<file path="config.mk">
export PLATFORM = sky130hd
export DESIGN_NAME = mem_stage_sram_ctrl
export DESIGN_NICKNAME = d
export VERILOG_FILES = /design/src/rtl/mem_stage_sram_ctrl.sv
export SDC_FILE = /design/constraint.sdc
export NUM_CORES = 1
export LEC_CHECK = 0
export CAP_MARGIN = 20
export CORE_MARGIN = 5
export CORE_UTILIZATION = 50
export CTS_CLUSTER_SIZE = 25
export DETAILED_ROUTE_END_ITERATION = 8
export PLACE_DENSITY = 0.93
export SLEW_MARGIN = 40
export SYNTH_ARGS = -nofsm -noshare
export SYNTH_HDL_FRONTEND = slang
export SYNTH_SLANG_ARGS = --single-unit
</file>
<file path="constraint.sdc">
create_clock -name clk -period 3.86 [get_ports clk]
set_clock_uncertainty 0.15 [all_clocks]
set_input_delay 0.579 -clock clk [delete_from_list [all_inputs] [get_ports clk]]
set_output_delay 0.579 -clock clk [all_outputs]
set_load 0.01 [all_outputs]
</file>
<file path="src/rtl/mem_stage_sram_ctrl.sv">
// mem_stage_sram_ctrl: splits 32-bit MEM-stage accesses into two timed 16-bit SRAM transfers, stalling via ready.
// Optional one-entry read buffer enabled by MEM_READ_BUF_EN.
module mem_stage_sram_ctrl #(
  parameter int WAIT_CYCLES = 5,
  parameter int BASE_ADDR   = 1024,
  parameter int ADDR_W      = 18
) (
  input  logic              clk,
  input  logic              rst,
  input  logic              rd_en,
  input  logic              wr_en,
  input  logic [31:0]       address,
  input  logic [31:0]       wdata,
  output logic [31:0]       rdata,
  output logic              ready,
  output logic [ADDR_W-1:0] sram_addr,
  output logic [15:0]       sram_dq_out,
  input  logic [15:0]       sram_dq_in,
  output logic              sram_we_n,
  output logic              sram_oe_n
);
  localparam int CW = (WAIT_CYCLES > 1) ? $clog2(WAIT_CYCLES) : 1;
  localparam logic [CW-1:0] LAST = CW'(WAIT_CYCLES - 1);
  localparam logic [CW-1:0] HOLD = CW'(WAIT_CYCLES - 2);
  typedef enum logic [1:0] {IDLE, LO, HI, DONE} state_t;
  state_t            state;
  logic [CW-1:0]     cnt;
  logic              wr_q;
  logic [ADDR_W-2:0] idx_q;
  logic [15:0]       whi_q;
  logic              req;
  logic              last;
  logic [ADDR_W-2:0] idx;
  assign req   = rd_en | wr_en;
  assign last  = cnt == LAST;
  assign idx   = (ADDR_W-1)'((address - 32'(BASE_ADDR)) >> 2);
  assign ready = (state == IDLE && !req) || state == DONE;
`ifdef MEM_READ_BUF_EN
  logic              buf_v;
  logic [ADDR_W-2:0] buf_tag;
  logic [31:0]       buf_d;
  logic              hit;
  assign hit = buf_v && buf_tag == idx && rd_en && !wr_en;
`endif
  always_ff @(posedge clk or negedge rst) begin
    if (!rst) begin
      state       <= IDLE;
      cnt         <= '0;
      wr_q        <= 1'b0;
      idx_q       <= '0;
      whi_q       <= '0;
      rdata       <= '0;
      sram_addr   <= '0;
      sram_dq_out <= '0;
      sram_we_n   <= 1'b1;
      sram_oe_n   <= 1'b1;
`ifdef MEM_READ_BUF_EN
      buf_v       <= 1'b0;
      buf_tag     <= '0;
      buf_d       <= '0;
`endif
    end else begin
      case (state)
        IDLE: if (req) begin
          wr_q  <= wr_en;
          idx_q <= idx;
          whi_q <= wdata[31:16];
          cnt   <= '0;
`ifdef MEM_READ_BUF_EN
          if (wr_en && buf_tag == idx) buf_d <= wdata;
          if (hit) begin
            rdata <= buf_d;
            state <= DONE;
          end else
`endif
          begin
            state     <= LO;
            sram_addr <= {idx, 1'b0};
            if (wr_en) sram_dq_out <= wdata[15:0];
            sram_we_n <= !wr_en;
            sram_oe_n <= wr_en;
          end
        end
        LO, HI: if (!last) begin
          cnt <= cnt + 1'b1;
          // release the write strobe one cycle early so address/data are held past we_n rising
          if (cnt == HOLD) sram_we_n <= 1'b1;
        end else if (state == LO) begin
          cnt       <= '0;
          state     <= HI;
          sram_addr <= {idx_q, 1'b1};
          if (wr_q) sram_dq_out <= whi_q;
          else rdata[15:0] <= sram_dq_in;
          sram_we_n <= !wr_q;
        end else begin
          cnt       <= '0;
          state     <= DONE;
          sram_we_n <= 1'b1;
          sram_oe_n <= 1'b1;
          if (!wr_q) rdata[31:16] <= sram_dq_in;
`ifdef MEM_READ_BUF_EN
          if (!wr_q) begin
            buf_v   <= 1'b1;
            buf_tag <= idx_q;
            buf_d   <= {sram_dq_in, rdata[15:0]};
          end
`endif
        end
        DONE: state <= IDLE;
        default: state <= IDLE;
      endcase
    end
  end
endmodule

</file>
* Word-level counts from Yosys, hierarchy flattened
Cells that the tools add are included.
** Storage, ports and cells
- Register bits :: 107
- Bits of input ports :: 84
- Output and inout bits :: 69
- Word-level logic and storage cells :: 71
** Operators by class
- Add/sub/neg operators :: 2
- Equality and inequality tests :: 12
- Muxes and demuxes :: 26
- Bitwise gates (word level) :: 3
- Reduce and logical (&&, ||, !) cells :: 17
** Operator list (number)
- $mux 16 :: 5
- $mux 18 :: 3
- $pmux 18 s2 :: 1
- $pmux 16 s2 :: 1
- $sub 19x11->19 const B :: 1
- $reduce_and 4->1 :: 4
- $ne 2x2->1 const B :: 6
- $mux 1 :: 8
- $mux 3 :: 2
- $pmux 2 s3 :: 1
- $pmux 3 s2 :: 1
- $reduce_and 2->1 :: 3
- $reduce_and 6->1 :: 1
- $eq 2x2->1 const B :: 2
- $mux 2 :: 2
- $pmux 1 s2 :: 2
- $add 3x1->3 const B :: 1
- $eq 3x2->1 const B :: 1
- $eq 3x3->1 const B :: 1
- $logic_not 1->1 :: 3
- $ne 3x3->1 const B :: 1
- $reduce_and 3->1 :: 1
- $eq 2x1->1 const B :: 1
- $logic_not 2->1 :: 1
- other kinds (6) :: 7

* Logic depth before layout (Yosys ltp)
- Depth after elaboration :: 4
- Depth in mapped cells :: 9
- Depth with buffers taken out :: 6

* Worst setup path before layout
Ideal clock, no wire load.
- Kind :: flip-flop to flip-flop
- Start point :: register state[0]
- End point :: register sram_addr[0]
- Arrival time :: 1859 ps
- Data required time :: 3585 ps
- Path slack :: 1726 ps
- Stages on the path, launching flop included :: 8
- Path buffers :: 2
- Period minus slack after synthesis :: 2134 ps
- Cells stage by stage :: dfrtp_1 > inv_1 > ha_1 > buf_6 > a21boi_4 > buf_6 > nor3_4 > mux2_2
** Between the ends
- Longest elaborated chain between the ends :: 4
** Ends and longest elaborated chain
- start, declared :: line 26 : state_t state;
- start signal, assigned :: line 47 : state <= IDLE;
- start signal, assigned :: line 77 : state <= LO;
- start signal, assigned :: line 90 : state <= HI;
- $eq 2x1->1 or $eq 2x2->1 (tied branches) :: line 63, 88
- $reduce_or 2->1 :: line 63 : case (state)
- $ne 2x2->1 (no line) or $reduce_bool 2->1 (tied branches)
- $reduce_and 4->1 (no line)
- end signal, assigned :: line 78 : sram_addr <= {idx, 1'b0};
- end signal, assigned :: line 91 : sram_addr <= {idx_q, 1'b1};
- end, declared :: line 16 : output logic [ADDR_W-1:0] sram_addr,
Several ways; a longest one is shown, not always the timed one.
A chain may end at the register's enable or synchronous reset.

* Worst setup path in the final report
- Start point :: input wr_en
- End point :: output ready
** Between the ends
- Longest elaborated chain between the ends :: 4
** Ends and longest elaborated chain
- start, declared :: line 11 : input logic wr_en,
- $or 1x1->1 :: line 34 : assign req = rd_en | wr_en;
- $logic_not 1->1 :: line 37 : assign ready = (state == IDLE && !req) || state == DONE;
- $logic_and 1x1->1 :: line 37
- $logic_or 1x1->1 :: line 37
- end, declared :: line 15 : output logic ready,
Every way passes these cells.

==> impl_metrics.csv <==
group,metric,value,unit
floorplanning,pin_count,153,
synth,ys_types,42,
pwr,p_per_area,893.2,nW/um^2
floorplanning,fp-row-count,35,
synth,ys_ff_latch,107,
grt,grt_util_all_layers,19.12,%
outcome,status,"finished, final reports clean",
routing,dr.pass1.iters,4,
cts,cts_hold_buffers,0,
grt,grt_pass1_vias,3473,
grt,antenna_found_initial,0,
sta,worst_pin_slew,722.6,ps
synth,yosysSeqAreaShare,55.97,%
synth,synthTopCellsByArea,"dfrtp_1 (55%), mux2_2 (14%), mux2i_1 (5.4%)",
worst_setup_path,required,3130,ps
routing,drc_errors,0,
sta,slew_headroom,51.71,%
worst_setup_path,startpoint,"wr_en",
floorplanning,core_area,9284,sq um
pwr,leakagePower,2.729,nW
sta,fmax,321.2,MHz
routing,postRouteAntennaNets,0,
synth,synthCells,372,
worst_setup_path,start_kind,"input pin",
sta,rsz0062_at_grt,"false",
finish,drive_gt1_share,22.27,%
finish,final_cell_mix,"clkdlybuf4s50_1 (136), dfrtp_1 (105), mux2_2 (58), nor2_1 (32), mux2i_1 (26)",
sta,finalWorstPathRequiredPeriod,3114,ps
finish,area_growth,34.70,%
floorplanning,dieArea,11630,sq um
sta,finalHoldViolCount,0,
sta,slew_viol_final,0,
cts,clkLatencyLatePin,350,ps
cts,clk_pin_slew_worst_paths,100,ps
worst_setup_path,reg2reg_from,"state[1]$_DFFE_PN0P_",
routing,drt_iter0_drc,109,
cts,cts_max_level,3,
cts,cts_buffer_depth,2,
cts,post-cts-setup-buffers,0,
cts,cts-root-buf,"clkbuf_8",
finish,design_area,6450,sq um
cts,cts_buffers,9,
cts,ctsResizeCount,0,
floorplanning,initial_utilization,51.58,%
worst_setup_path,path_max_fanout,7,
pwr,p_comb_share,53.8,%
grt,grt_pass1_wl,17610,um
worst_setup_path,crit_type,"in2out",
finish,fill_cells,672,
place,place.port_buffers,137,
pwr,power.internal,3.542,mW
synth,ys_warn_count,0,
grt,grt_max_degree,85,
pwr,power_frac_seq,34.5,%
synth,netlist_area,4788,sq um
floorplanning,fp.dieW,107.9,um
worst_setup_path,worstSetupEndpointType,"primary output",
floorplanning,die_h,107.9,um
routing,via_count,3300,
place,place.gp.congestion,0.7846,
worst_setup_path,reg2regPathDepth,7,
finish,n_antenna_cell,0,
synth,avgSynthCellArea,12.87,sq um
routing,wl_per_cell,16.84,um
synth,syn_nets,463,
sta,finalCritPeriodShare,80.66,%
worst_setup_path,critPathArrivalTime,2380,ps
finish,layout.nets,598,
grt,grt_remaining_overflow,0,
place,placed_area,6254,sq um
sta,setup_violations,0,
cts,cts.sinks,107,
pwr,vdd_drop_max,551.1,uV
flow_run,drv_cap,0,
finish,multiInputGateArea,1957,sq um
synth,synth_top_area_cell,"dfrtp_1",
routing,routed_via_density,5.148,
place,dp_hpwl,7981,um
routing,wirelength,10800,um
finish,final_core_util,69.47,%
pwr,p_switching,2.218,mW
cts,cts_tree,"done",
finish,final_common_cell,"clkdlybuf4s50_1",
finish,regArea,2680,sq um
pwr,clkPwrFrac,11.7,%
hold_path,hold_class,"in2async",
synth,synth_top_cell_area_share,54.87,%
pwr,swShare,38.51,%
sta,tns,0,ps
cell usage after synthesis (all sizes together):
cell	n
a31oi	5
or3b	2
ha	7
o32a	2
nor2b	2
a21boi	1
inv	6
nor4	2
xnor2	4
buf	13
xor2	4
o31ai	4
or2	1
a32o	1
nor3	2
nor2	32
dfstp	2
nand2b	3
mux2	60
mux2i	26
o31a	4
nor3b	2
or3	1
clkbuf	7
o21ai	14
nand2	24
nor4b	1
a21oi	31
nand3	2
dfrtp	105
a2111oi	1
o22a	1
stage by stage:
| stage | hold slack, ps | cells | power (mW) | worst slack [ps] |
|---|---|---|---|---|
| 6_report | 101.5 | 641 | 5.761 | 746.4 |
| 5_1_grt | 133.1 | 641 | 6.148 | 616.0 |
| 4_1_cts | 119.0 | 641 | 5.825 | 738.5 |
| 3_5_place_dp | 332.9 | 625 | 5.148 | 746.3 |
| 3_3_place_gp | 312.5 | 624 | 4.963 | 776.2 |
| 2_1_floorplan | 133.4 | 372 | 4.036 | 1726 |
area by class of cell:
| class | instances | area share [%] |
|---|---|---|
| sequential | 107 | 41.55 |
| clock inverter | 6 | 0.8729 |
| timing repair buffer | 144 | 22.25 |
| multi-input combinational | 239 | 30.34 |
| tap | 129 | 2.502 |
| clock buffer | 10 | 2.134 |
| inverter | 6 | 0.3492 |
cells by family (layout without fill, tap and decap cells):
family	after synthesis	after routing	synth area share [%]
AO/OA/AOI/OAI	64	64	10.06
XOR/XNOR	8	8	1.463
adder cells (fa/ha/maj)	7	7	1.829
buffers and inverters	26	166	3.449
flip-flops	107	107	55.97
multiplexers	86	86	19.55
AND/OR/NAND/NOR	74	74	7.683
state kept, by name, indices dropped and copies added, names as in the netlist:
register     cells
sram_dq_out     16
sram_oe_n        1
sram_we_n        1
idx_q           17
rdata           32
sram_addr       18
wr_q             1
state            2
whi_q           16
cnt              3
power groups by stage:
stage | Sequential, mW | Combinational (mW) | Clock, mW
global route | 2.05 | 3.36 | 0.738
CTS | 1.99 | 3.14 | 0.689
finish | 1.99 | 3.10 | 0.672
floorplan | 2.11 | 1.92 | 0
detailed placement | 2.02 | 3.13 | 0
global placement | 1.97 | 2.99 | 0
critical path: stages:
cell and delay [ps]:
clkdlybuf4s50_1 570, or3b_2 580, nand2b_1 110, clkdlybuf4s50_1 550
final timing paths:
kind                                             end  slack (ps)
max in group asynchronous       rdata[3]$_DFFE_PN0P_        2690
min reg2reg                    idx_q[13]$_DFFE_PN0P_         360
max reg2reg                sram_addr[14]$_DFFE_PN0P_        1310
min in group clk               idx_q[13]$_DFFE_PN0P_         360
max                                            ready         750
min                         sram_addr[5]$_DFFE_PN0P_         100
layer usage:
metal	vias up	track usage, %	wire (um)
met5	-	0	0
met4	0	5.951	144
met3	12	3.599	431
met2	93	34.46	5843
met1	1625	23.02	4376
li1	1570	-	-
(Power assumes the default switching activity.)
